==> config.mk <==
export PLATFORM = sky130hd
export DESIGN_NAME = ahb_mem_arbiter
export DESIGN_NICKNAME = d
export VERILOG_FILES = /design/src/rtl/ahb_mem_arbiter.sv
export SDC_FILE = /design/constraint.sdc
export NUM_CORES = 1
export LEC_CHECK = 0
export BUFFER_PORTS_ARGS = -buffer_cell sky130_fd_sc_hd__clkbuf_2
export CAP_MARGIN = 20
export CORE_ASPECT_RATIO = 1.25
export CORE_MARGIN = 5
export CORE_UTILIZATION = 31
export CTS_CLUSTER_DIAMETER = 50
export DETAILED_ROUTE_END_ITERATION = 10
export GPL_TIMING_DRIVEN = 0
export SKIP_CTS_REPAIR_TIMING = 1
export SLEW_MARGIN = 25
export SYNTH_ARGS = -nofsm -noshare
export SYNTH_HDL_FRONTEND = slang
export SYNTH_SLANG_ARGS = --single-unit
==> constraint.sdc <==
create_clock -name HCLK -period 9.1 [get_ports HCLK]
set_input_delay 0.91 -clock HCLK [delete_from_list [all_inputs] [get_ports HCLK]]
set_output_delay 0.91 -clock HCLK [all_outputs]
set_load 0.005 [all_outputs]
==> src/rtl/ahb_mem_arbiter.sv <==
// Round-robin arbiter that funnels NUM_REQ simple requesters onto one AHB
// memory slave, one single NONSEQ transfer at a time, with a wait-state timeout.

// Per-requester handshake pulses; one instance per requester.
module ahb_mem_arbiter_lane (
  input  logic HCLK,
  input  logic HRESET,
  input  logic gnt,
  input  logic done,
  output logic req_ready,
  output logic rsp_valid
);
  always_ff @(posedge HCLK or posedge HRESET) begin
    if (HRESET) begin
      req_ready <= 1'b0;
      rsp_valid <= 1'b0;
    end else begin
      req_ready <= gnt;
      rsp_valid <= done;
    end
  end
endmodule

module ahb_mem_arbiter #(
  parameter int NUM_REQ = 2,
  parameter int TIMEOUT = 64
) (
  input  logic                     HCLK,
  input  logic                     HRESET,
  input  logic [NUM_REQ-1:0]       req_valid,
  input  logic [NUM_REQ-1:0]       req_write,
  input  logic [NUM_REQ-1:0][31:0] req_addr,
  input  logic [NUM_REQ-1:0][31:0] req_wdata,
  input  logic [NUM_REQ-1:0][2:0]  req_size,
  output logic [NUM_REQ-1:0]       req_ready,
  output logic [NUM_REQ-1:0]       rsp_valid,
  output logic [31:0]              rsp_rdata,
  output logic                     rsp_err,
  output logic                     arb_busy,
  output logic                     HSEL,
  output logic [1:0]               HTRANS,
  output logic [31:0]              HADDR,
  output logic                     HWRITE,
  output logic [2:0]               HSIZE,
  output logic [31:0]              HWDATA,
  input  logic [31:0]              HRDATA,
  input  logic                     HREADY,
  input  logic [1:0]               HRESP
);
  localparam int IW = (NUM_REQ > 1) ? $clog2(NUM_REQ) : 1;
  localparam int CW = $clog2(TIMEOUT + 1);
  localparam logic [1:0] TR_IDLE   = 2'b00;
  localparam logic [1:0] TR_NONSEQ = 2'b10;

  typedef struct packed {
    logic [31:0] addr;
    logic [31:0] wdata;
    logic        write;
    logic [2:0]  size;
  } req_t;

  typedef enum logic [1:0] {S_IDLE, S_ADDR, S_WAIT, S_DONE} state_t;

  state_t        state;
  req_t          cur;
  logic [IW-1:0] last_grant, owner, gnt_idx;
  logic [IW:0]   cand;
  logic          gnt_any, gnt_fire;
  logic [CW-1:0] to_cnt, cnt_nxt;
  logic          xfer_ok, xfer_to, rsp_fire;

  // Search starts one past the last winner so every requester gets a turn.
  always_comb begin
    gnt_any = 1'b0;
    gnt_idx = '0;
    cand    = '0;
    for (int k = 1; k <= NUM_REQ; k++) begin
      cand = {1'b0, last_grant} + (IW+1)'(k);
      if (cand >= (IW+1)'(NUM_REQ)) cand = cand - (IW+1)'(NUM_REQ);
      if (!gnt_any && req_valid[cand[IW-1:0]]) begin
        gnt_any = 1'b1;
        gnt_idx = cand[IW-1:0];
      end
    end
  end

  assign gnt_fire = (state == S_IDLE) && gnt_any && HREADY;

  // First WAIT cycle (to_cnt==0) is skipped: the slave only drops HREADY after capture.
  assign cnt_nxt  = (to_cnt == CW'(TIMEOUT)) ? to_cnt : to_cnt + CW'(1);
  assign xfer_ok  = (state == S_WAIT) && HREADY && (to_cnt != '0);
  assign xfer_to  = (state == S_WAIT) && !xfer_ok && (cnt_nxt == CW'(TIMEOUT));
  assign rsp_fire = xfer_ok || xfer_to;

  always_ff @(posedge HCLK or posedge HRESET) begin
    if (HRESET) begin
      state      <= S_IDLE;
      cur        <= '0;
      owner      <= '0;
      last_grant <= IW'(NUM_REQ - 1);
      to_cnt     <= '0;
      rsp_rdata  <= '0;
      rsp_err    <= 1'b0;
      arb_busy   <= 1'b0;
      HSEL       <= 1'b0;
      HTRANS     <= TR_IDLE;
      HADDR      <= '0;
      HWRITE     <= 1'b0;
      HSIZE      <= 3'b010;
      HWDATA     <= '0;
    end else begin
      case (state)
        S_IDLE: begin
          if (gnt_fire) begin
            cur        <= '{addr: req_addr[gnt_idx], wdata: req_wdata[gnt_idx],
                            write: req_write[gnt_idx], size: req_size[gnt_idx]};
            owner      <= gnt_idx;
            last_grant <= gnt_idx;
            arb_busy   <= 1'b1;
            state      <= S_ADDR;
          end
        end
        S_ADDR: begin
          // Write data goes out with the address phase; this slave samples both together.
          HSEL   <= 1'b1;
          HTRANS <= TR_NONSEQ;
          HADDR  <= cur.addr;
          HWRITE <= cur.write;
          HSIZE  <= cur.size;
          HWDATA <= cur.wdata;
          to_cnt <= '0;
          state  <= S_WAIT;
        end
        S_WAIT: begin
          HTRANS <= TR_IDLE;
          to_cnt <= cnt_nxt;
          if (xfer_ok) begin
            rsp_rdata <= cur.write ? 32'h0 : HRDATA;
            rsp_err   <= (HRESP != 2'b00);
            HSEL      <= 1'b0;
            state     <= S_DONE;
          end else if (xfer_to) begin
            rsp_rdata <= 32'h0;
            rsp_err   <= 1'b1;
            HSEL      <= 1'b0;
            state     <= S_DONE;
          end
        end
        S_DONE: begin
          to_cnt   <= '0;
          arb_busy <= 1'b0;
          state    <= S_IDLE;
        end
        default: state <= S_IDLE;
      endcase
    end
  end

  for (genvar i = 0; i < NUM_REQ; i++) begin : g_lane
    ahb_mem_arbiter_lane u_lane (
      .HCLK      (HCLK),
      .HRESET    (HRESET),
      .gnt       (gnt_fire && (gnt_idx == IW'(i))),
      .done      (rsp_fire && (owner == IW'(i))),
      .req_ready (req_ready[i]),
      .rsp_valid (rsp_valid[i])
    );
  end

endmodule

==> results of run 1 <==
[flip-flops by register name, summed over array words and instances, names as in the netlist]
signal / cells
HTRANS: 1
last_grant: 1
HWRITE: 1
HWDATA: 32
to_cnt: 7
owner: 1
state: 2
HSEL: 1
HSIZE: 3
arb_busy: 1
g_lane.u_lane.req_ready: 2
HADDR: 32
g_lane.u_lane.rsp_valid: 2
cur: 68
rsp_err: 1
rsp_rdata: 32
[layer usage]
layer / global-route usage [%] / share of wire, %
met1: 19.3 / 40
met2: 26.5 / 49
met3: 5.45 / 8.6
met4: 5.71 / 2.4
met5: 0 / 0
[power by group]
part,switching [W],internal [W],total [W],leakage (nW)
Clock,0.000317,0.000447,0.000764,0.278
Sequential,0.000203,0.00121,0.00141,2.34
Combinational,0.000584,0.000616,0.00120,2.82
Total,0.00110,0.00227,0.00338,5.44
[layout make-up]
type	count	area [µm²]
fill	2404	14300
sequential	187	4680
multi-input combinational	279	2390
timing repair buffer	286	1480
clock buffer	25	475
inverter	109	417
tap	330	413
buffer	54	279
clock inverter	7	118
antenna	1	2.50
[how the worst min path moves through the flow]
stage	startpoint	slack [ns]	end	depth (start not counted)
floorplan	cur[0]	0.45	cur[0]	2
CTS	HRESET	0.37	HSIZE[0]	2
global placement	cur[35]	0.47	cur[35]	2
detailed placement	cur[0]	0.48	cur[0]	2
finish	HRESET	0.39	cur[34]	2
global route	HRESET	0.39	HWDATA[30]	2
[metrics by stage]
| step | cells | hold WS (ns) | setup WS [ns] |
|---|---|---|---|
| after global placement | 1241 | 0.469 | 0.799 |
| after floorplan | 629 | 0.450 | 3.11 |
| after global routing | 1278 | 0.385 | 5.82 |
| after detailed placement | 1245 | 0.480 | 5.68 |
| after CTS | 1277 | 0.365 | 5.97 |
| final | 1278 | 0.393 | 6.13 |
[kinds of logic (layout without fill, tap and decap cells)]
kind of cell	after synthesis	count (layout)	share of synthesized area, %
buffers and inverters	163	481	8.87
multiplexers	69	69	10.1
AO/OA/AOI/OAI	134	134	15.6
other	1	2	0.0483
adder cells (fa/ha/maj)	6	6	0.967
flip-flops	187	187	60.3
XOR/XNOR	1	1	0.113
AND/OR/NAND/NOR	68	68	4.05
[cells in the final DEF (no fill, tap or decap), types with 2 or more instances in the layout]
cell type / synthesis / layout
bufinv_16: 0 / 3
a22o_1: 2 / 2
nand2_1: 41 / 41
dfrtp_1: 185 / 185
clkbuf_16: 0 / 17
buf_6: 5 / 5
and3_1: 3 / 3
o32ai_1: 32 / 32
nand3_1: 2 / 2
clkbuf_2: 0 / 282
inv_1: 109 / 108
buf_16: 0 / 2
a222oi_1: 68 / 68
nand2b_1: 2 / 2
mux2_2: 68 / 68
or3_1: 4 / 4
dfstp_2: 2 / 2
o21ai_0: 8 / 8
nor2_1: 6 / 6
a21o_1: 4 / 4
a21oi_1: 2 / 2
buf_4: 9 / 10
ha_1: 6 / 6
nor2b_1: 2 / 2
nor3_1: 3 / 3
o21ai_1: 5 / 5
clkbuf_8: 0 / 2
o211ai_1: 2 / 2
buf_2: 4 / 5
clkbuf_1: 35 / 41
clkinvlp_4: 0 / 3
==> reports/metrics.yaml, run 1 <==
total_power_w: 0.00338
grt_pass1_wl_mm: 35.8
slew_violations: 0
fin_util_pct: 41.7
synth_commonest_cells: "dfrtp_1 (185), inv_1 (109), a222oi_1 (68), mux2_2 (68), nand2_1 (41)"
path_max_fanout: 10
synth_top_area_share_pct: 59.6
setup_violations: 0
antenna_found_initial: 1
routed_wl_mm: 22.7
place.gp.congestion: 0.776
die_w_um: 152
synth_area_um2: 7760
synth_seq_cells: 187
grt_usage_pct: 16.0
h-tree-depth: 4
p_leak_nw: 5.44
post-route-period-util_pct: 32.6
syn_avg_cell_area_um2: 12.3
synth_edf_count: 0
worst_setup_path_end_kind: "flip-flop"
cts_tree: "yes"
path_buf_inv: 4
worstMarginPinSlew_ns: 0.806
fmax_ghz: 0.337
grt-ovfl-total: 0
num_io_pins: 284
nets: 1115
synth_top_flop_cell: "dfrtp_1"
die-area_um2: 28300
crit_path_start_kind: "flip-flop"
max-cap-violations: 0
grt_max_degree: 92
critPathKind: "flip-flop to flip-flop"
clockBufferDepth: 2
final_cell_area_um2: 10300
crit_family: "buffers and inverters"
cp.arrival_ns: 3.33
powerDensity_nw_per_um2: 329
coreArea_um2: 24600
cpMaxStageDelayCell: "nor2_1"
routedWlPerCell_um: 17.8
skew_ns: 0.0118
maxSlewHeadroom_pct: 46.3
viasPerCell: 4.86
required_ns: 9.47
period_needed_ns: 2.97
first_iter_violations: 394
dr.pass1.iters: 5
cp_slowest_stage_delay_ns: 0.61
synth-async-reset-ratio_pct: 100
final_hold_viol_count: 0
port-buffer-count: 282
cp.depth: 8
start_util_pct: 31.6
cp_cell_sequence: "inv_1 -> ha_1 -> o211ai_1 -> nor2_1 -> clkbuf_1 -> clkbuf_1 -> a222oi_1 -> inv_1"
numClockSinks: 187
ir_worst_vdd_v: 0.000162
reg2reg_depth: 8
yosysSeqAreaShare_pct: 60.3
synth.most_common_cell: "dfrtp_1"
dpl_cell_area_um2: 9660
syn-instance-count: 629
rr_startpoint: "state[0]"
tns_ns: 0
hp-class: "input port to asynchronous set/reset pin"
grt_pass1_vias: 6477
fp-row-count: 64
ys_types: 45
crit_start: "state[0]"
dp.final_hpwl_mm: 17.0
worstSkewPairLatency_ns: 0.43
synthTopCellsByArea: "dfrtp_1 (60%), mux2_2 (9.9%), a222oi_1 (8.8%), inv_1 (5.3%), o32ai_1 (3.6%)"
drc: 0
ys_warn_count: 0
clk_pin_slew_worst_paths_ns: 0.07
area_growth_pct: 32.1
antenna_left: 0
syn_nets: 810
die_h_um: 187
status: "finished, final reports clean"
rrSetupSlack_ns: 6.13
yosysTopAreaCell: "dfrtp_1"
vias: 6206
cts-root-buf: "clkbuf_16"
r2r_end: "cur[13]"
rsz0062_at_grt: "false"
cts_buffers: 17
critPathCapture: "cur[13]"
final_layout_size_suffix_gt1_share_pct: 42.8
(Power assumes the default switching activity.)
==> run 2: changes to the inputs <==
clock period = 3.05 ns   (was 9.1 ns; I/O delays follow)
==> run 2 against run 1 <==
Net effect:
- die area unchanged
- critical path depth down 1
- first-iteration DRC count up 14%
- clock power rose to 2.9 times the previous value
- sequential power rose to 3.0 times the previous value
- worst setup slack worse by 5.6 ns
- core utilization up 0.25 points
- sequential cell count unchanged
==> reports/metrics.yaml, run 2 (synthesis results as in run 1) <==
largest_register: "cur"
p_leak_nw: 5.48  # +0.71%
vias: 6204  # -0.032%
grt-ovfl-total: 0  # unchanged
num_io_pins: 284  # unchanged
dpl_cell_area_um2: 9720  # +0.63%
cp_slowest_stage_delay_ns: 0.56  # -0.05 ns
dp.final_hpwl_mm: 17.1  # +0.96%
clk_pin_slew_worst_paths_ns: 0.08  # about the same
crit_path_start_kind: "flip-flop"
crit_family: "buffers and inverters"
nets: 1118  # +0.27%
cts_tree: "yes"
first_iter_violations: 448  # +14%
final_hold_viol_count: 0  # unchanged
rsz0062_at_grt: "false"
combPwrFrac_pct: 36.1  # +0.6 points
ir_worst_vdd_v: 0.000389  # +140%
seqPwrFrac_pct: 41.9  # about the same
power.switching_w: 0.00343  # +210%
dr.pass1.iters: 8  # +3
place.gp.congestion: 0.802  # +3.4%
final_cell_area_um2: 10300  # +0.60%
routed_wl_mm: 22.6  # -0.53%
powerDensity_nw_per_um2: 967  # +190%
cp_cell_sequence: "inv_1 -> ha_1 -> o211ai_1 -> nor2_2 -> clkbuf_2 -> a222oi_1 -> inv_1"
numClockSinks: 187  # unchanged
critPathCapture: "cur[67]"
fin_cells: 1280  # +0.16%
cts_buffers: 17  # unchanged
fillers: 2410  # +0.25%
cpMaxStageDelayCell: "clkbuf_2"
grt_max_degree: 33  # -64%
drc: 0  # unchanged
cts-root-buf: "clkbuf_16"
post-route-period-util_pct: 82.4  # +50 points
place_ws_ns: -0.296  # -5.97 ns
crit_start: "state[0]"
layout_commonest_cell: "clkbuf_2"
fmax_ghz: 0.398  # +18%
die_h_um: 187  # unchanged
antenna_left: 0  # unchanged
largest_reg_flops: 68  # unchanged
die_w_um: 152  # unchanged
reg2reg_depth: 7  # -1
layout_setup_ws_ns: 0.536  # -5.60 ns
critPathKind: "flip-flop to flip-flop"
start_util_pct: 31.6  # unchanged
r2r_end: "cur[67]"
required_ns: 3.41  # -6.06 ns
status: "finished, final reports clean"
worstMarginPinSlew_ns: 0.823  # +0.0172 ns
insertedDiodeCount: 0  # -1
grt_pass1_wl_mm: 35.5  # -0.87%
fin_hold_ws_ns: 0.0834  # -0.310 ns
clockBufferDepth: 2  # unchanged
path_buf_inv: 3  # -1
h-tree-depth: 4  # unchanged
tns_ns: 0  # unchanged
layout_common_cells: "clkbuf_2 (283), dfrtp_1 (185), inv_1 (108), a222oi_1 (68), mux2_2 (68)"
p_int_w: 0.00655  # +190%
maxSlewHeadroom_pct: 45.2  # -1.1 points
fp-row-count: 64  # unchanged
area_growth_pct: 32.9
cp.depth: 7  # -1
die-area_um2: 28300  # unchanged
hp-class: "input port to flip-flop"
rr_startpoint: "state[0]"
antenna_found_initial: 1  # unchanged
post-place-cells: 1248  # +0.24%
setup_violations: 0  # unchanged
period_needed_ns: 2.51  # -0.452 ns
final_layout_size_suffix_gt1_share_pct: 43.7  # +0.92 points
worstSkewPairLatency_ns: 0.43  # about the same
swShare_pct: 34.4  # +1.7 points
skew_ns: 0.0116  # -0.000240 ns
cp.arrival_ns: 2.88  # -0.45 ns
grt_pass1_vias: 6485  # +0.12%
rrSetupSlack_ns: 0.54  # -5.60 ns
routedWlPerCell_um: 17.7  # -0.68%
crit_top_cell: "inv_1"
worst_setup_path_end_kind: "flip-flop"
viasPerCell: 4.85  # -0.19%
grt_usage_pct: 15.8  # -0.20 points
port-buffer-count: 282  # unchanged
pwr-share-clk_pct: 22.0  # -0.6 points
path_max_fanout: 19  # +9
slew_violations: 0  # unchanged
max-cap-violations: 0  # unchanged
coreArea_um2: 24600  # unchanged
## run 2: changes by cell type in the layout (fill, tap and decap cells not counted), moves of 2 or more
cell	change
inv_8	+2
bufinv_16	-3
buf_12	+5
clkinv_4	+3
clkinv_8	+4
clkbuf_8	-2
clkbuf_1	-7
clkinvlp_4	-2
inv_6	+3
## run 2: layout make-up
class                   count  area [µm²]  area share (%)
well taps                 330         413            4.00
inverters                 109         413            4.00
clock inverters            14         156            1.52
plain buffers              53         277            2.68
repair buffers            290        1550            15.1
multi-input cells         279        2390            23.2
clock buffers              18         429            4.16
flip-flops and latches    187        4680            45.4
## run 2: metrics by stage
step | utilization (%) | power (W)
2_1_floorplan | - | 0.00637
3_3_place_gp | 39.0 | 0.00778
3_5_place_dp | 39.5 | 0.00790
4_1_cts | 41.9 | 0.0101
5_1_grt | 42.0 | 0.0107
6_report | 42.0 | 0.00998
## run 2: worst min path at each step
stage	start	slack, ns	depth (start not counted)	end
4_1_cts	HRESET	-0.05	2	cur[14]
3_5_place_dp	HRESET	0.41	2	cur[6]
3_3_place_gp	cur[35]	0.47	2	cur[35]
6_report	req_addr[35]	0.08	3	cur[39]
2_1_floorplan	req_wdata[38]	0.43	2	cur[10]
5_1_grt	req_addr[49]	0.07	3	cur[53]
## run 2: routing by layer
layer,track usage [%],wire length (µm),vias up
met5,0,13,-
met4,5.22,511,2
met3,5.11,1960,34
met2,26.1,11100,237
met1,19.5,9020,3042
li1,-,-,2889
## run 2: power groups by stage
stage,logic [W],registers (W),clock network (W)
final,0.00360,0.00418,0.00220
after global routing,0.00404,0.00431,0.00236
after global placement,0.00357,0.00421,0
after floorplan,0.00220,0.00417,0
after detailed placement,0.00367,0.00423,0
after CTS,0.00368,0.00419,0.00226
## run 2: worst register-to-register path, delay by kind of cell, from the launching register on
family | cells | cell delay (ns)
and+or+nand+nor | 1 | 0.50
buffers and inverters | 3 | 0.76
AOI/OAI and AO/OA | 2 | 0.56
adders and majority gates | 1 | 0.24
DFF | 1 | 0.40
